<file path="config.mk">
export PLATFORM = sky130hd
export DESIGN_NAME = alarm_bank
export DESIGN_NICKNAME = d
export VERILOG_FILES = /design/src/rtl/alarm_bank.sv
export SDC_FILE = /design/constraint.sdc
export NUM_CORES = 1
export LEC_CHECK = 0
export BUFFER_PORTS_ARGS = -buffer_cell sky130_fd_sc_hd__buf_2
export CORE_MARGIN = 2
export CORE_UTILIZATION = 25
export DETAILED_ROUTE_END_ITERATION = 7
export PLACE_DENSITY = 0.49
export SLEW_MARGIN = 5
export SYNTH_ARGS = -nofsm -noshare
export SYNTH_HDL_FRONTEND = slang
export SYNTH_SLANG_ARGS = --single-unit
export TNS_END_PERCENT = 50
</file>
<file path="constraint.sdc">
create_clock -name clk -period 5.5 [get_ports clk]
set_clock_uncertainty 0.2 [all_clocks]
set_input_delay 0.55 -clock clk [delete_from_list [all_inputs] [get_ports clk]]
set_output_delay 0.55 -clock clk [all_outputs]
set_load 0.02 [all_outputs]
</file>
<file path="src/rtl/alarm_bank.sv">
// alarm_bank: N-channel alarm engine driving the buzzer from timestamp matches
module alarm_bank #(
    parameter int N_ALARMS      = 4,
    parameter int STAMP_W       = 64,
    parameter int ON_CYCLES     = 25_000_000,
    parameter int PERIOD_CYCLES = 100_000_000,
    parameter int SNOOZE_SEC    = 300,
    parameter int TIMEOUT_SEC   = 60,
    parameter int DAY_SEC       = 86400,
    parameter int IDX_W         = N_ALARMS > 1 ? $clog2(N_ALARMS) : 1
) (
    input  logic                clk,
    input  logic                rst_n,
    input  logic                sec_tick,
    input  logic [STAMP_W-1:0]  counter,
    input  logic                wr_en,
    input  logic [IDX_W-1:0]    wr_idx,
    input  logic [STAMP_W-1:0]  wr_stamp,
    input  logic                wr_enable,
    input  logic                wr_daily,
    input  logic [IDX_W-1:0]    rd_idx,
    output logic [STAMP_W-1:0]  rd_stamp,
    output logic                rd_enable,
    input  logic                cancel,
    input  logic                snooze,
    output logic                ring,
    output logic                ring_active,
    output logic [IDX_W-1:0]    ring_idx,
    output logic [N_ALARMS-1:0] pending
);
    localparam int BW = PERIOD_CYCLES > 1 ? $clog2(PERIOD_CYCLES) : 1;
    localparam int TW = $clog2(TIMEOUT_SEC + 1);
    localparam int SW = $clog2(SNOOZE_SEC + 1);
    localparam logic [IDX_W:0] N_L = (IDX_W + 1)'(N_ALARMS);

    typedef enum logic [1:0] {IDLE, RINGING, SNOOZED} state_t;

    state_t state, state_d;
    logic [STAMP_W-1:0]  stamp [N_ALARMS];
    logic [N_ALARMS-1:0] enable, daily, match, clr;
    logic [BW-1:0]       beep_cnt, beep_d, beep_nx;
    logic [TW-1:0]       to_cnt, to_d;
    logic [SW-1:0]       snz_cnt, snz_d;
    logic [IDX_W-1:0]    idx_d, low;
    logic                ring_d;

    // A write to a channel in its match cycle masks that channel's match
    always_comb begin
        match = '0;
        for (int i = 0; i < N_ALARMS; i++)
            match[i] = sec_tick && enable[i] && counter == stamp[i] && !(wr_en && wr_idx == IDX_W'(i));
    end

    always_ff @(posedge clk or negedge rst_n) begin
        if (!rst_n) begin
            for (int i = 0; i < N_ALARMS; i++) stamp[i] <= '0;
            enable <= '0;
            daily  <= '0;
        end else begin
            for (int i = 0; i < N_ALARMS; i++) begin
                if (wr_en && wr_idx == IDX_W'(i)) begin
                    stamp[i]  <= wr_stamp;
                    enable[i] <= wr_enable;
                    daily[i]  <= wr_daily;
                end else if (match[i]) begin
                    if (daily[i]) stamp[i] <= stamp[i] + STAMP_W'(DAY_SEC);
                    else enable[i] <= 1'b0;
                end
            end
        end
    end

    always_comb begin
        low = '0;
        for (int i = N_ALARMS - 1; i >= 0; i--)
            if (pending[i]) low = IDX_W'(i);
    end

    assign beep_nx = beep_cnt == BW'(PERIOD_CYCLES - 1) ? '0 : beep_cnt + 1'b1;

    always_comb begin
        state_d = state;
        idx_d   = ring_idx;
        beep_d  = beep_cnt;
        to_d    = to_cnt;
        snz_d   = snz_cnt;
        ring_d  = 1'b0;
        clr     = '0;
        case (state)
            IDLE: if (|pending) begin
                state_d = RINGING;
                idx_d   = low;
                clr     = N_ALARMS'(1) << low;
                beep_d  = '0;
                to_d    = '0;
                ring_d  = 1'b1;
            end
            RINGING: begin
                if (cancel) state_d = IDLE;
                else if (snooze) begin
                    state_d = SNOOZED;
                    snz_d   = SW'(SNOOZE_SEC);
                end else if (sec_tick && to_cnt == TW'(TIMEOUT_SEC - 1)) state_d = IDLE;
                else begin
                    beep_d = beep_nx;
                    ring_d = beep_nx < BW'(ON_CYCLES);
                    to_d   = sec_tick ? to_cnt + 1'b1 : to_cnt;
                end
            end
            SNOOZED: begin
                if (cancel) state_d = IDLE;
                else if (sec_tick && snz_cnt == SW'(1)) begin
                    state_d = RINGING;
                    beep_d  = '0;
                    to_d    = '0;
                    ring_d  = 1'b1;
                end else if (sec_tick) snz_d = snz_cnt - 1'b1;
            end
            default: state_d = IDLE;
        endcase
    end

    always_ff @(posedge clk or negedge rst_n) begin
        if (!rst_n) begin
            state     <= IDLE;
            ring      <= 1'b0;
            ring_idx  <= '0;
            pending   <= '0;
            beep_cnt  <= '0;
            to_cnt    <= '0;
            snz_cnt   <= '0;
            rd_stamp  <= '0;
            rd_enable <= 1'b0;
        end else begin
            state     <= state_d;
            ring      <= ring_d;
            ring_idx  <= idx_d;
            pending   <= (pending & ~clr) | match;
            beep_cnt  <= beep_d;
            to_cnt    <= to_d;
            snz_cnt   <= snz_d;
            rd_stamp  <= {1'b0, rd_idx} < N_L ? stamp[rd_idx] : '0;
            rd_enable <= {1'b0, rd_idx} < N_L ? enable[rd_idx] : 1'b0;
        end
    end

    assign ring_active = state != IDLE;
endmodule
</file>
==> metrics.txt, run 1 <==
post-synth top area cell=dfrtp_1; CP required=approximately 5.7 ns; number of global-route vias before repair=20900; fill count=around 10000; min cycle time layout=about 4.3 ns; Port Buffer Count=212; Initial Utilization=roughly 25%; Switching Share=37.3%; RR Endpoint=stamp[188]; drt total wl=between 100000 and 150000 um; CTS sink count=between 300 and 400; Bufs on Longest Clock Path=3; P&R area growth vs syn=19.6%; H-tree Lvls=2; global placement routability congestion=1.01; max-cap violation count=0; Logic pwr share=about 25%; CP Launch Point=stamp[173]; pin count of the biggest net entering global routing=139; hold crit path type=input pin to flip-flop; number of core rows=113; RR Startpoint=stamp[173]; die area=97900 sq um; GRT Util Overall=about 22%; Yosys cell types=around 70; vias=around 21000; CP endpoint kind=flip-flop; Crit-path slowest cell=nand4_1; Synthesized Nets=2766; max incr delay on CP=around 0.79 ns; Die Span Y=313 um; fraction of layout cells with a size suffix above 1=15.4%; Rel. slew slack=29.9%; initial drt markers=2142; internal power=6200 uW; fin. max-slew vios=0; post-synthesis instance area=23900 sq um; DR DRC count=0; post-DP HPWL=83700 um; drt via density=5.20; yosys warns=0; Antenna Nets Post-Route=0; r2r setup slk=1.21 ns; grt total ovfl=0; root buf cell=clkbuf_16; peak supply drop=274 uV; TritonCTS clock tree=yes; RSZ-0062 raised after global routing=false; 1st-pass router iterations=6; Final Util=30.1%; final setup vio count=0; Hold Fails Final Rpt=0; PwrDens=347 nW/um^2; Die Span X=~310 um; sequential fraction of the synthesis area=39.9%; main area contributors after synthesis=dfrtp_1 40%, xnor2_1 9.0%, xor2_1 7.9%; Setup crit start kind=flip-flop; setup bufs post-CTS=0; leakage power=0.0110 uW; TNS Setup=0 ns; CTS Hold Bufs=58; Synth Flop Type=dfrtp_1; asr flop ratio synth=100%; Tcrit/Tclk final=77.9%; clock latency on the worst-skew pair=0.63 ns; Worst-path clk slew=0.06 ns; critical path cell sequence=xor2_1 > nor4_1 > nand4_1 > nor3_2 > nand4_1 > nor4_1 > xnor2_1 > a21oi_1; Ports=~210; Slew @ Worst Pin=approximately 1.0 ns; first-pass GRT wire length=158000 um; Worst EP arrival=about 4.5 ns; Syn Area/Cell=a little over 9 sq um; Reg2Reg Depth=8; routed wire length per instance=26.5 um; worst-path fanout max=9; area of the multi-input gates=13600 sq um; initial antenna violation count=30; # resized after CTS=0; core area=94700 sq um; register area=9510 sq um; number of synthesized flops with an enable pin=0; #FFs+latches synth=380; net switching power=3690 uW; Mapped Cells=approximately 2600; run status=finished, final reports clean; CP Class=flip-flop to flip-flop; Net count, final=roughly 3000; area fraction of the dominant cell type after synthesis=39.9%; CTS buffer count=49; sequential share of power=40.7%; end of the critical path=stamp[188]; fmax=233 MHz; clock group share of total power=34.5%
==> power groups by stage <==
stage | clock (uW) | combinational [uW] | sequential (uW)
3_3_place_gp | 0 | 2400 | 4050
6_report | 3410 | 2450 | 4030
2_1_floorplan | 0 | 1340 | 3810
4_1_cts | 3500 | 2450 | 4000
5_1_grt | 3610 | 2630 | 4070
3_5_place_dp | 0 | 2400 | 4050
==> area by class of cell <==
cell class              instances  area share [%]
well taps                    1265            5.55
clock inverters                17           0.697
repair buffers                303            6.81
diodes                          8          0.0702
multi-input cells            2026            47.6
inverters                      61           0.803
clock buffers                  71            5.12
flip-flops and latches        380            33.3
==> cell families (layout without fill, tap and decap cells) <==
logic type,after synthesis,in the layout,synth area share (%)
AND/OR/NAND/NOR,1094,1094,23.5
adder cells (fa/ha/maj),8,8,0.420
AO/OA/AOI/OAI,388,388,9.20
other,0,8,0
buffers and inverters,212,452,3.46
XOR/XNOR,459,459,16.9
multiplexers,77,77,6.69
flip-flops,380,380,39.9
==> metrics by stage <==
step / power [uW] / hold WS (ns) / setup WS, ns / std cells / cell area (sq um)
after global placement: 6450 / 0.300 / 1.32 / 3977 / 26300
final: 9890 / 0.0156 / 1.21 / 4131 / 28500
after detailed placement: 6450 / 0.301 / 1.23 / 3977 / 26300
after global routing: 10300 / 0.0217 / 1.18 / 4127 / 28500
after CTS: 9950 / 0.0000000555 / 1.38 / 4123 / 28500
after floorplan: 5150 / 0.0544 / 2.44 / 2618 / 23900
==> sequential cells by signal, summed over array words and instances, names as in the netlist, 4 cells and up <==
| name | cells |
|---|---|
| to_cnt | 6 |
| stamp | 256 |
| pending | 4 |
| snz_cnt | 9 |
| rd_stamp | 64 |
| enable | 4 |
| daily | 4 |
| beep_cnt | 27 |
==> worst min path at each step <==
| stage | slack (ns) | end | start | depth (start not counted) |
|---|---|---|---|---|
| finish | 0.02 | stamp[77] | wr_stamp[13] | 3 |
| detailed placement | 0.30 | ring_idx[1] | ring_idx[1] | 1 |
| global placement | 0.30 | ring_idx[1] | ring_idx[1] | 1 |
| floorplan | 0.05 | beep_cnt[0] | rst_n | 0 |
| CTS | 0.00000006 | stamp[137] | wr_stamp[9] | 3 |
| global route | 0.02 | stamp[250] | wr_stamp[58] | 3 |
==> worst max-delay path: cells and delay by family, from the launching register on <==
family / cells / cell delay [ns]
simple gates: 5 / 2.86
flops: 1 / 0.54
compound gates: 1 / 0.09
xor+xnor: 2 / 0.39
==> cells in the mapped netlist, types with 4 or more instances <==
library cell,n
nand2_1,405
dfrtp_1,380
xnor2_1,245
xor2_1,214
o21ai_0,199
clkbuf_1,127
nor2_1,126
nor4_1,102
nand4_1,85
nand3_1,84
nor3_1,80
mux4_2,65
o21ai_1,63
inv_1,61
and3_1,43
a21oi_1,36
nand2b_1,25
nor2b_1,24
nor4b_1,20
nor3b_1,19
o31ai_1,19
and4_1,16
buf_1,12
a31oi_1,10
and2_1,9
buf_2,9
mux2_2,9
or3_1,9
ha_1,8
o21a_1,8
or2_2,8
or4_1,8
a21o_1,7
o22ai_1,7
nor3_2,5
nor4b_2,5
o21bai_1,5
o221ai_1,5
nor3b_2,4
==> cells in the final DEF, fill, tap and decap left out, types with 65 or more instances in the layout <==
| cell type | instances |
|---|---|
| nand4_1 | 85 |
| mux4_2 | 65 |
| nor3_1 | 80 |
| dfrtp_1 | 380 |
| xor2_1 | 214 |
| nand2_1 | 405 |
| nor4_1 | 102 |
| nor2_1 | 122 |
| o21ai_0 | 199 |
| nand3_1 | 84 |
| xnor2_1 | 245 |
| buf_2 | 209 |
==> layer usage <==
layer	routed length (um)	global-route usage, %
met1	48600	31.0
met4	2600	5.21
met5	184	0
met3	7580	4.47
met2	50600	35.3
Note: power is estimated with default switching activity, not from simulation.
==> run 2, diff against run 1 <==
--- a/config.mk
+++ b/config.mk
@@ -9,7 +9,7 @@
 export CORE_MARGIN = 2
 export CORE_UTILIZATION = 25
 export DETAILED_ROUTE_END_ITERATION = 7
-export PLACE_DENSITY = 0.49
+export PLACE_DENSITY = 0.51
 export SLEW_MARGIN = 5
 export SYNTH_ARGS = -nofsm -noshare
 export SYNTH_HDL_FRONTEND = slang
==> constraint.sdc (replaced) <==
create_clock -name clk -period 3.73 [get_ports clk]
set_clock_uncertainty 0.2 [all_clocks]
set_input_delay 0.373 -clock clk [delete_from_list [all_inputs] [get_ports clk]]
set_output_delay 0.373 -clock clk [all_outputs]
set_load 0.02 [all_outputs]
==> run 2 against run 1 <==
Combinational power grew 62%. Via count increased by 1.8%. Critical path depth unchanged. Largest cell class unchanged.
==> metrics.txt, run 2 (same netlist as run 1, synthesis figures left out) <==
run status=finished, final reports clean; fmax=roughly 290 MHz; Crit-path slowest cell=or4_1; Die Span X=313 um; CTS buffer count=between 40 and 50; Final Non-Filler Cells=4219; net switching power=5550 uW; peak supply drop=339 uV; DR DRC count=0; CP endpoint kind=flip-flop; # resized after CTS=0; PwrDens=508 nW/um^2; initial drt markers=between 2000 and 2500; CTS sink count=380; Rel. slew slack=41.4%; number of core rows=113; critical path cell sequence=xor2_1 > nor4_1 > nand2_1 > or4_1 > or3_1 > buf_4 > o21ai_0 > buf_4; vias=21900; leakage power=0.0115 uW; Die Span Y=between 300 and 400 um; CTS Hold Bufs=70; min cycle time layout=3.48 ns; fill count=10100; initial antenna violation count=28; pre-CTS WS=between 0.3 and 0.4 ns; clock latency on the worst-skew pair=about 0.63 ns; Bufs on Longest Clock Path=3; most used cell, CP=buf_4; Most flops, register=stamp; die area=between 90000 and 100000 sq um; Ports=213; commonest non-fill, non-tap cell in the layout=nand2_1; final setup vio count=0; most frequent cells in the layout=405 x nand2_1, 380 x dfrtp_1, 245 x xnor2_1; worst-path fanout max=11; core area=94700 sq um; pin count of the biggest net entering global routing=112; Largest regs=stamp (256), rd_stamp (64), beep_cnt (27); H-tree Lvls=2; number of global-route vias before repair=21100; setup bufs post-CTS=0; max reg flops=256; Slew @ Worst Pin=around 0.88 ns; GRT Util Overall=22.0%; clock group share of total power=34.7%; Hold Fails Final Rpt=0; Antenna Nets Post-Route=0; RSZ-0062 raised after global routing=false; sequential share of power=just under 40%; global placement routability congestion=1.04; Switching Share=37.1%; Worst Hold Slack=between 0.15 and 0.2 ns; Final Util=31.1%; drt total wl=roughly 110000 um; max incr delay on CP=0.61 ns; Net count, final=between 3000 and 4000; CP required=4.07 ns; drt via density=5.18; hold crit path type=input pin to flip-flop; TritonCTS clock tree=yes; fraction of layout cells with a size suffix above 1=17.8%; 1st-pass router iterations=6; Tcrit/Tclk final=93.2%; # placed instances=4053; internal power=9400 uW; Port Buffer Count=approximately 210; Initial Utilization=25.2%; P&R area growth vs syn=23.3%; max-cap violation count=0; CP Class=flip-flop to flip-flop; routed wire length per instance=26.0 um; Worst-path clk slew=0.06 ns; grt total ovfl=0; Setup crit start kind=flip-flop; final worst setup slack=0.254 ns; root buf cell=clkbuf_16; Logic pwr share=26.5%; CP delay by family, top=simple AND/OR/NAND/NOR gates; Worst EP arrival=3.82 ns; Buf/Inv on CP=2; first-pass GRT wire length=156000 um; post-DP HPWL=84400 um; fin. max-slew vios=0; TNS Setup=0 ns
[run 2: per-layer routing]
metal	vias up	global-route usage (%)	share of wire, %
met1	10800	29.7	43
met2	997	33.6	44
li1	9792	-	-
met4	26	8.22	4.1
met3	237	6.08	9.1
met5	-	0	0.15
[run 2: through the flow]
| step | instance area (sq um) | power [uW] |
|---|---|---|
| after floorplan | 23900 | 7600 |
| after global placement | 27000 | 9680 |
| after detailed placement | 27000 | 9670 |
| after CTS | 29400 | 15000 |
| after global routing | 29400 | 15500 |
| final | 29400 | 15000 |
[run 2: path summary, 6_finish.rpt]
check | startpoint | to | slack, ns | cells after the start
worst min-delay path | wr_idx[1] | stamp[152] | 0.15 | 5
worst max-delay path | stamp[45] | pending[3] | 0.25 | 8
max in group asynchronous | rst_n | rd_stamp[16] | 2.17 | 3
worst max register to register | stamp[45] | pending[3] | 0.25 | 8
min in group asynchronous | rst_n | rd_stamp[49] | 0.21 | 2
worst min register to register | ring_idx[1] | ring_idx[1] | 0.31 | 1
[run 2: worst reg2reg max path: stages, from the launching register on]
cell,delay (ns)
dfrtp_1,0.44
xor2_1,0.23
nor4_1,0.41
nand2_1,0.14
or4_1,0.61
or3_1,0.36
buf_4,0.22
o21ai_0,0.58
buf_4,0.22
[run 2: power groups by stage]
stage	Clock [uW]	Combinational [uW]	Sequential (uW)
global placement	0	3840	5840
floorplan	0	1970	5630
detailed placement	0	3830	5840
global route	5460	4200	5870
CTS	5290	3920	5770
finish	5190	3960	5810
[run 2: area by class of cell]
cell class | instances | area [sq um] | area share (%)
multi-input combinational | 2026 | 13600 | 46.2
sequential | 380 | 9510 | 32.3
timing repair buffer | 391 | 2760 | 9.38
tap | 1265 | 1580 | 5.38
clock buffer | 58 | 1340 | 4.56
clock inverter | 30 | 388 | 1.32
inverter | 61 | 229 | 0.778
antenna | 8 | 20.0 | 0.0681
